## src/rtl/adc_pack_pkg.sv

```systemverilog
// Shared definitions for the ADC sample packer: FSM states, valid-count
// codes and the packed FIFO word layout.
package adc_pack_pkg;

   typedef enum logic [1:0] {
      ST_IDLE,
      ST_CAPTURE,
      ST_FLUSH,
      ST_DONE
   } state_t;

   localparam logic [1:0] VC_1 = 2'b01;
   localparam logic [1:0] VC_2 = 2'b10;
   localparam logic [1:0] VC_3 = 2'b11;

   localparam int unsigned WORD_W   = 32;
   localparam int unsigned SAMPLE_W = 10;
   localparam int unsigned VC_LSB   = 30;
   localparam int unsigned OLD_LSB  = 20;
   localparam int unsigned MID_LSB  = 10;
   localparam int unsigned NEW_LSB  = 0;

   function automatic logic [WORD_W-1:0] pack_word(
      input logic [1:0]          vc,
      input logic [SAMPLE_W-1:0] s_old,
      input logic [SAMPLE_W-1:0] s_mid,
      input logic [SAMPLE_W-1:0] s_new
   );
      logic [WORD_W-1:0] w;
      w = '0;
      w[VC_LSB  +: 2]        = vc;
      w[OLD_LSB +: SAMPLE_W] = s_old;
      w[MID_LSB +: SAMPLE_W] = s_mid;
      w[NEW_LSB +: SAMPLE_W] = s_new;
      return w;
   endfunction

endpackage

```

## src/rtl/adc_sample_packer_if.sv

```systemverilog
// Write-side handshake between the sample packer and its downstream FIFO.
interface adc_sample_packer_if;
   import adc_pack_pkg::*;

   logic [WORD_W-1:0] fifo_din_o;
   logic              fifo_wr_o;
   logic              fifo_full_i;

   modport master (output fifo_din_o, output fifo_wr_o, input  fifo_full_i);
   modport slave  (input  fifo_din_o, input  fifo_wr_o, output fifo_full_i);

endinterface

```

## src/rtl/adc_sample_packer.sv

```systemverilog
// Packs 10-bit ADC samples three per 32-bit FIFO word during a triggered
// capture, with a sample limit, partial-word flush and sticky status flags.
module adc_sample_packer
   import adc_pack_pkg::*;
#(
   parameter logic [31:0] MAX_DEFAULT = '0
) (
   input  logic                      clk,
   input  logic                      reset,
   input  logic [SAMPLE_W-1:0]       adc_data_i,
   input  logic                      adc_or_i,
   input  logic                      capture_go_i,
   input  logic [31:0]               max_samples_i,
   adc_sample_packer_if.master       fifo,
   output logic                      capture_done_o,
   output logic [31:0]               samples_o,
   output logic                      overflow_o,
   output logic                      or_seen_o
);

   state_t              state_q, state_n;
   logic [1:0]          slot_cnt_q, slot_cnt_n;
   logic [SAMPLE_W-1:0] slot0_q, slot0_n;
   logic [SAMPLE_W-1:0] slot1_q, slot1_n;
   logic [WORD_W-1:0]   word_q, word_n;
   logic [WORD_W-1:0]   din_last_q;
   logic                wr_pend_q;
   logic                load_word;
   logic                accept;
   logic                clear;
   logic                limit_hit;
   logic [31:0]         eff_limit;
   logic                wr_fire;

   assign eff_limit = (max_samples_i != '0) ? max_samples_i : MAX_DEFAULT;
   assign limit_hit = (eff_limit != '0) && (samples_q_ne_max()) &&
                      ((samples_o + 32'd1) == eff_limit);

   function automatic logic samples_q_ne_max();
      return samples_o != '1;
   endfunction

   // A word is presented one cycle after it is formed; FIFO full is judged
   // in that write cycle, so the strobe is gated combinationally.
   assign wr_fire         = wr_pend_q & ~fifo.fifo_full_i & ~reset;
   assign fifo.fifo_wr_o  = wr_fire;
   assign fifo.fifo_din_o = wr_fire ? word_q : din_last_q;

   always_comb begin
      state_n    = state_q;
      slot_cnt_n = slot_cnt_q;
      slot0_n    = slot0_q;
      slot1_n    = slot1_q;
      word_n     = word_q;
      load_word  = 1'b0;
      accept     = 1'b0;
      clear      = 1'b0;
      unique case (state_q)
         ST_IDLE: begin
            if (capture_go_i) begin
               state_n    = ST_CAPTURE;
               clear      = 1'b1;
               slot_cnt_n = '0;
            end
         end
         ST_CAPTURE: begin
            if (!capture_go_i) begin
               state_n = ST_FLUSH;
            end else begin
               accept = 1'b1;
               unique case (slot_cnt_q)
                  2'd0: begin
                     slot0_n    = adc_data_i;
                     slot_cnt_n = 2'd1;
                  end
                  2'd1: begin
                     slot1_n    = adc_data_i;
                     slot_cnt_n = 2'd2;
                  end
                  default: begin
                     slot_cnt_n = 2'd0;
                     load_word  = 1'b1;
                     word_n     = pack_word(VC_3, slot0_q, slot1_q, adc_data_i);
                  end
               endcase
               if (limit_hit) state_n = ST_FLUSH;
            end
            // The partial word is formed on entry so it is written during
            // FLUSH; a full word and a partial word can never coincide.
            if (state_n == ST_FLUSH && slot_cnt_n != 2'd0) begin
               load_word = 1'b1;
               word_n    = (slot_cnt_n == 2'd1)
                         ? pack_word(VC_1, slot0_n, '0, '0)
                         : pack_word(VC_2, slot0_n, slot1_n, '0);
            end
         end
         ST_FLUSH: begin
            slot_cnt_n = '0;
            state_n    = ST_DONE;
         end
         ST_DONE: begin
            if (!capture_go_i) state_n = ST_IDLE;
         end
         default: state_n = ST_IDLE;
      endcase
   end

   always_ff @(posedge clk) begin
      if (reset) begin
         state_q        <= ST_IDLE;
         slot_cnt_q     <= '0;
         slot0_q        <= '0;
         slot1_q        <= '0;
         word_q         <= '0;
         din_last_q     <= '0;
         wr_pend_q      <= 1'b0;
         capture_done_o <= 1'b0;
         samples_o      <= '0;
         overflow_o     <= 1'b0;
         or_seen_o      <= 1'b0;
      end else begin
         state_q        <= state_n;
         slot_cnt_q     <= slot_cnt_n;
         slot0_q        <= slot0_n;
         slot1_q        <= slot1_n;
         wr_pend_q      <= load_word;
         capture_done_o <= (state_n == ST_DONE);
         if (load_word) word_q <= word_n;
         if (wr_fire)   din_last_q <= word_q;
         if (clear) begin
            samples_o  <= '0;
            overflow_o <= 1'b0;
            or_seen_o  <= 1'b0;
         end else begin
            if (accept && samples_o != '1) samples_o <= samples_o + 32'd1;
            if (accept && adc_or_i)         or_seen_o <= 1'b1;
            if (wr_pend_q && fifo.fifo_full_i) overflow_o <= 1'b1;
         end
      end
   end

endmodule

```

## src/flat_wrapper.sv

```systemverilog
// flat-port wrapper written by rule: the top's interface ports become plain ports
module adc_sample_packer_flat import adc_pack_pkg::*;
#(
   parameter logic [31:0] MAX_DEFAULT = '0
)
  (clk, reset, adc_data_i, adc_or_i, capture_go_i, max_samples_i, capture_done_o, samples_o, overflow_o, or_seen_o, fifo_fifo_din_o, fifo_fifo_wr_o, fifo_fifo_full_i);
  adc_sample_packer_if fifo_i ();
  input  logic clk;
  input  logic reset;
  input  logic [SAMPLE_W-1:0] adc_data_i;
  input  logic adc_or_i;
  input  logic capture_go_i;
  input  logic [31:0] max_samples_i;
  output logic capture_done_o;
  output logic [31:0] samples_o;
  output logic overflow_o;
  output logic or_seen_o;
  output wire logic [$bits(fifo_i.fifo_din_o)-1:0] fifo_fifo_din_o;
  output wire logic [$bits(fifo_i.fifo_wr_o)-1:0] fifo_fifo_wr_o;
  input wire logic [$bits(fifo_i.fifo_full_i)-1:0] fifo_fifo_full_i;
  assign fifo_fifo_din_o = fifo_i.fifo_din_o;
  assign fifo_fifo_wr_o = fifo_i.fifo_wr_o;
  assign fifo_i.fifo_full_i = fifo_fifo_full_i;
  adc_sample_packer #(.MAX_DEFAULT(MAX_DEFAULT)) u_core (.clk(clk), .reset(reset), .adc_data_i(adc_data_i), .adc_or_i(adc_or_i), .capture_go_i(capture_go_i), .max_samples_i(max_samples_i), .fifo(fifo_i), .capture_done_o(capture_done_o), .samples_o(samples_o), .overflow_o(overflow_o), .or_seen_o(or_seen_o));
endmodule
```

## config.mk

```make
export PLATFORM = sky130hd
export DESIGN_NAME = adc_sample_packer_flat
export DESIGN_NICKNAME = d
export VERILOG_FILES = /design/src/rtl/adc_pack_pkg.sv /design/src/rtl/adc_sample_packer_if.sv /design/src/rtl/adc_sample_packer.sv /design/src/flat_wrapper.sv
export SDC_FILE = /design/constraint.sdc
export NUM_CORES = 1
export LEC_CHECK = 0
export ABC_AREA = 1
export CAP_MARGIN = 20
export CORE_ASPECT_RATIO = 0.5
export CORE_MARGIN = 3
export CORE_UTILIZATION = 55
export DETAILED_ROUTE_END_ITERATION = 6
export HOLD_SLACK_MARGIN = 0.08
export PLACE_DENSITY = 0.92
export SLEW_MARGIN = 20
export SYNTH_ARGS = -nofsm -noshare
export SYNTH_HDL_FRONTEND = slang
export SYNTH_SLANG_ARGS = --single-unit
```

## constraint.sdc

```tcl
create_clock -name clk -period 2.8 [get_ports clk]
set_input_delay 0.42 -clock clk [delete_from_list [all_inputs] [get_ports clk]]
set_output_delay 0.42 -clock clk [all_outputs]
set_load 0.02 [all_outputs]
```

==> results.py, run 1 <==
metrics = {
    "clock_tree": {
        "cts-root-buf": "clkbuf_16",
        "cts_max_path_buffers": 2,
        "clock_sinks": 124,
        "numCtsBuffers": 17,
        "htree_levels": 4,
        "cts_tree": "built",
        "clk_latency_ns": 0.42,
        "clkTransAtPathRegs_ns": 0.06,
    },
    "setup_path": {
        "arrival_ns": 3.34,
        "worstSetupEndpointType": "register",
        "startpoint_type": "register",
        "crit_fanout": 6,
        "rr_worst_depth": 19,
        "timing_worst_setup_path_type": "register to register",
        "cp.required_ns": 3.15,
    },
    "global_route": {
        "grt_pass1_wl_mm": 39.65,
        "grt_start_max_net_pins": 66,
        "grt_pass1_vias": 8186,
        "overflow": 0,
        "track_usage_pct": 32.90,
        "antenna_found_initial": 1,
    },
    "power": {
        "leakage_nw": 4.652,
        "ir_drop_mv": 0.4588,
        "p_per_area_nw_per_um2": 506.2,
    },
    "placement": {
        "gp_congestion": 0.9879,
        "port_buffers": 114,
        "placed_cells": 1461,
        "dp_hpwl_mm": 16.00,
    },
    "sta": {
        "max_slew_margin_pct": 48.17,
        "finalWorstSetupSlack_ns": -0.1845,
        "fmax_ghz": 0.3351,
        "drv_slew": 0,
        "fin_skew_ns": 0.01386,
        "finalSetupViolations": 33,
        "post-route-period-util_pct": 106.6,
        "fin_crit_ns": 2.984,
        "setup_tns_ns": -2.698,
        "tightest_slew_ns": 0.7766,
        "hold_viol_final": 0,
        "rsz0062_at_grt": "true",
        "worst_hold_slack_ns": 0.4463,
    },
    "synth": {
        "synth_area_leader_cell": "dfxtp_1",
        "yosysUniqueCellTypes": 31,
        "yosysWarnings": 0,
        "syn-cell-area_um2": 7227,
        "avgSynthCellArea_um2": 6.235,
        "synthTopCellsByArea": "dfxtp_1, nand2_1, inv_1",
        "syn-instance-count": 1159,
        "synth_top_area_share_pct": 34.35,
        "ys_seq_elements": 124,
        "synth_nets": 1207,
        "yosysSeqAreaShare_pct": 34.35,
    },
    "floorplan": {
        "dieArea_um2": 14630,
        "rows": 28,
        "core_um2": 12300,
        "die_w_um": 168.1,
        "start_util_pct": 58.77,
        "die_y_um": 87.06,
        "io_pins": 115,
    },
    "final_layout": {
        "fin_cells": 1506,
        "mostFrequentLayoutCells": "nand2_1, inv_1, dfxtp_1",
        "area_growth_pct": 38.85,
        "drive_gt1_share_pct": 16.34,
        "multi_input_area_um2": 4045,
        "layout_commonest_cell": "nand2_1",
        "register_area_um2": 2489,
        "fin_nets": 1375,
        "fin_util_pct": 81.60,
        "fill_cells": 717,
    },
    "route": {
        "top_layer": "met4",
        "wl_met1_mm": 10.50,
        "viasPerCell": 6.143,
        "antenna_left": 0,
        "vias": 9251,
        "wl_met3_mm": 3.344,
        "drc": 48,
        "wl_mm": 27.83,
        "dr.pass1.iters": 7,
        "drt_iter0_drc": 1671,
        "route.detailed.wl_per_inst_um": 18.48,
        "wl_met2_mm": 12.26,
    },
    "outcome": {
        "failed_checks": "DRC, setup timing",
        "status": "finished, violations left",
    },
    "job": {
        "drv_cap": 0,
    },
    "min_path": {
        "holdPathStages": 2,
        "worst_hold_path_type": "register to register",
    },
}
-- critical path, stage by stage (launching register included) --
cell,delay (ns)
dfxtp_2,0.34
buf_6,0.11
nand2_2,0.06
nor2_4,0.22
nand2_4,0.10
buf_4,0.17
nor2_1,0.18
nand3b_1,0.13
nand2_1,0.11
nand2_1,0.06
nand2_1,0.05
nand2_1,0.04
nor2_1,0.13
nand3_2,0.16
o21bai_4,0.30
nand3_4,0.17
nand2_8,0.15
buf_12,0.14
nand3_1,0.14
nand2_1,0.16
-- synth_stat cells --
cell and instances:
clkbuf_1 43, inv_1 166, o21bai_4 1, nand2_2 3
o21ai_1 6, nand3_4 1, o211ai_1 1, ha_1 1
xnor2_1 1, nand3b_1 11, dfxtp_1 124, nand2_1 307
nor2_1 123, nor4_1 3, o21bai_1 1, or2_2 35
o21ai_0 43, clkinv_1 1, nand4_1 39, a21oi_1 56
xor2_1 3, buf_6 3, a211oi_1 55, nand3_1 104
nor3_1 5, nor2_4 4, o32ai_1 2, nor2_2 4
buf_2 5, inv_2 1, buf_1 7
-- through the flow --
step | total power [mW] | instance area, µm² | worst slack (ns)
after floorplan | 2.248 | 7227 | 0.1825
after global placement | 2.482 | 8992 | 0.07840
after detailed placement | 2.506 | 8992 | -0.03558
after CTS | 4.970 | 9713 | 0.009063
after global routing | 5.190 | 10030 | -0.3151
final | 5.080 | 10030 | -0.1845
-- metal layers --
layer | vias up | GRT usage, %
met1 | 4133 | 41.00
li1 | 4089 | -
met4 | 0 | 14.48
met2 | 777 | 56.16
met5 | - | 0
met3 | 252 | 6.573
-- worst paths after layout --
path                       start           endpoint  slack [ns]
max          u_core.samples_o[1]  u_core.word_q[29]       -0.18
min             u_core.or_seen_o   u_core.or_seen_o        0.45
max reg2reg  u_core.samples_o[1]  u_core.word_q[29]       -0.18
min reg2reg     u_core.or_seen_o   u_core.or_seen_o        0.45
-- registers in the layout (all words and copies together) (netlist names) --
name                   flops
u_core.din_last_q         32
u_core.samples_o          32
u_core.word_q             32
u_core.slot0_q            10
u_core.slot1_q            10
u_core.slot_cnt_q          2
u_core.state_q             2
u_core.capture_done_o      1
u_core.or_seen_o           1
u_core.overflow_o          1
u_core.wr_pend_q           1
-- layout make-up --
type                       count  area share, %
multi-input combinational    809          40.31
sequential                   124          24.80
timing repair buffer         207          20.07
inverter                     168          6.309
clock buffer                  17          4.239
clock inverter                15          2.182
tap                          165          2.057
antenna                        1        0.02494
-- where the power goes --
part	internal (mW)	total [mW]	switching (mW)
clock	1.53	2.50	0.969
sequential	1.82	1.87	0.0519
combinational	0.278	0.713	0.435
-- cells by family after synthesis --
family / synth area share, %
AOI/OAI and AO/OA: 13.69
xor gates and xnor gates: 0.4849
adders and majority gates: 0.1731
buffers and inverters: 12.14
DFF: 34.35
and+or+nand+nor: 39.16
-- timing repair --
action | 4_1_cts | 5_1_grt
hold buffers | 0 | 0
gates cloned | 0 | 4
endpoints found under the setup margin | 33 | 43
buffers inserted | 2 | 6
gates resized for setup | 16 | 56
pin swaps | 7 | 11
Power figures use the tool's default switching activity.
==> inputs of run 2 (changes only) <==
SKIP_LAST_GASP = 1   (was not set)
==> run 2 against run 1 <==
Against the previous run: the flow still finishes with violations (DRC, setup timing); die area unchanged; hold slack improved by 0.00070 ns; first-iteration DRC count decreased by 2.4%; global-route usage increased by 0.098 points; count of clock-buffer cells in the layout unchanged; core utilization increased by 2.3 points; critical path depth increased by 2; total power increased by 1.4%; maximum frequency increased by 0.82%; via count increased by 2.6%; clock skew increased by 0.0015 ns; register-to-register slack improved by 0.02 ns.
==> results.py, run 2 (same netlist as run 1, synthesis figures left out) <==
metrics = {
    "outcome": {
        "status": "finished, violations left",
        "failed_checks": "DRC, setup timing",
    },
    "sta": {
        "hold_viol_final": 0,
        "finalWorstSetupSlack_ns": -0.1603,
        "fmax_ghz": 0.3378,
        "post-route-period-util_pct": 105.7,
        "tightest_slew_ns": 0.8320,
        "fin_skew_ns": 0.01538,
        "fin_crit_ns": 2.960,
        "finalSetupViolations": 33,
        "rsz0062_at_grt": "true",
        "max_slew_margin_pct": 44.53,
        "drv_slew": 0,
    },
    "final_layout": {
        "fin_nets": 1383,
        "fin_util_pct": 83.89,
        "area_growth_pct": 42.75,
        "drive_gt1_share_pct": 19.44,
        "largestRegisters": "u_core.din_last_q (32), u_core.samples_o (32), u_core.word_q (32)",
        "mostFrequentLayoutCells": "nand2_1, inv_1, dfxtp_1",
        "layout_commonest_cell": "nand2_1",
    },
    "clock_tree": {
        "numCtsBuffers": 17,
        "cts-root-buf": "clkbuf_16",
        "cts_hold_buf": 0,
        "cts_tree": "built",
        "clkTransAtPathRegs_ns": 0.06,
        "clock_sinks": 124,
        "htree_levels": 4,
        "cts_max_path_buffers": 2,
        "clk_latency_ns": 0.43,
    },
    "route": {
        "drt_iter0_drc": 1631,
        "route.detailed.wl_per_inst_um": 19.98,
        "drc": 154,
        "viasPerCell": 6.270,
        "vias": 9493,
        "dr.pass1.iters": 7,
        "wl_mm": 30.25,
        "antenna_left": 0,
    },
    "placement": {
        "gp_congestion": 0.9879,
        "dp_hpwl_mm": 16.00,
        "pre_cts_ws_ns": -0.03558,
        "port_buffers": 114,
    },
    "setup_path": {
        "cpPeakStageDelay_ns": 0.37,
        "cpLargestDelayFamily": "simple AND/OR/NAND/NOR gates",
        "cp_num_buf_inv": 3,
        "arrival_ns": 3.28,
        "worst_path_max_delay_cell": "dfxtp_2",
        "cp.required_ns": 3.12,
        "startpoint_type": "register",
        "worstSetupEndpointType": "register",
        "timing_worst_setup_path_type": "register to register",
        "crit_fanout": 8,
        "worstPathCellList": "ha_4 -> nand2_4 -> nor2_4 -> nand2_4 -> nor2_4 -> buf_6 -> nand2_4 -> nand3_2 -> nand2_2 -> nor2_1 -> nand2_1 -> nor2_1 -> nand3_2 -> o21bai_4 -> buf_6 -> nand2_4 -> buf_6 -> nand2_1 -> nand2_1 -> nand3_2 -> nand2_1",
    },
    "floorplan": {
        "die_w_um": 168.1,
        "core_um2": 12300,
        "die_y_um": 87.06,
        "dieArea_um2": 14630,
        "start_util_pct": 58.77,
        "rows": 28,
        "io_pins": 115,
    },
    "power": {
        "ir_drop_mv": 0.4145,
        "leakage_nw": 4.749,
        "p_per_area_nw_per_um2": 499.3,
    },
    "job": {
        "drv_cap": 0,
    },
    "global_route": {
        "grt_pass1_wl_mm": 39.74,
        "grt_pass1_vias": 8197,
        "track_usage_pct": 33.00,
        "antenna_found_initial": 2,
        "grt_start_max_net_pins": 66,
        "overflow": 0,
    },
    "min_path": {
        "worst_hold_path_type": "register to register",
    },
}
## run 2: cell types whose count changed in the layout (fill, tap and decap cells not counted), moves of 3 or more
cell     change
nand3_1     -16
nand2_2     +11
buf_6        +5
nand2_4      +3
nand2_1     -14
nand3_2     +14
## run 2: metrics by stage
| step | hold slack [ns] | std cells | total power [mW] | setup TNS, ns | area (µm²) |
|---|---|---|---|---|---|
| final | 0.4470 | 1514 | 5.151 | -3.309 | 10320 |
| after global routing | 0.4778 | 1514 | 5.243 | -6.830 | 10320 |
| after CTS | 0.4479 | 1495 | 4.970 | -0.002002 | 9708 |
| after detailed placement | 0.4389 | 1461 | 2.506 | -0.2365 | 8992 |
| after global placement | 0.4365 | 1461 | 2.482 | 0 | 8992 |
| after floorplan | 0.4487 | 1159 | 2.248 | 0 | 7227 |
## run 2: final cells by class
| cell class | instances | area [µm²] |
|---|---|---|
| antenna | 1 | 2.502 |
| clock buffer | 17 | 425.4 |
| clock inverter | 15 | 219.0 |
| fill | 703 | 1981 |
| inverter | 168 | 630.6 |
| multi-input combinational | 809 | 4212 |
| sequential | 124 | 2490 |
| tap | 165 | 206.4 |
| timing repair buffer | 215 | 2131 |
## run 2: repair_timing
action / 4_1_cts / 5_1_grt
cloned: 0 / 7
pin swaps: 7 / 56
setup endpoints to repair: 33 / 43
resized for setup: 15 / 102
setup buffers: 2 / 12
## run 2: power breakdown
part / internal, mW / switching, mW / total, mW
clock: 1.53 / 0.981 / 2.51
sequential: 1.82 / 0.0552 / 1.87
combinational: 0.297 / 0.472 / 0.769
## run 2: per-layer routing
layer | track usage (%) | share of wire, % | up-vias
met5 | 0 | 0.040 | -
met4 | 14.18 | 7.3 | 2
met3 | 6.754 | 13 | 280
met2 | 56.38 | 44 | 918
met1 | 41.12 | 36 | 4198
li1 | - | - | 4095
## run 2: path summary, 6_finish.rpt
check | start | endpoint | slack, ns | cells past startpoint
min | u_core.or_seen_o | u_core.or_seen_o | 0.45 | 2
max | u_core.samples_o[1] | u_core.word_q[29] | -0.16 | 21
max reg2reg | u_core.samples_o[1] | u_core.word_q[29] | -0.16 | 21
min reg2reg | u_core.or_seen_o | u_core.or_seen_o | 0.45 | 2
## run 2: tightest hold or removal path: cells and delay by family (launching register included)
kind	cells	cell delay, ns
AOI/OAI and AO/OA	1	0.05
DFF	1	0.30
buffers and inverters	1	0.04
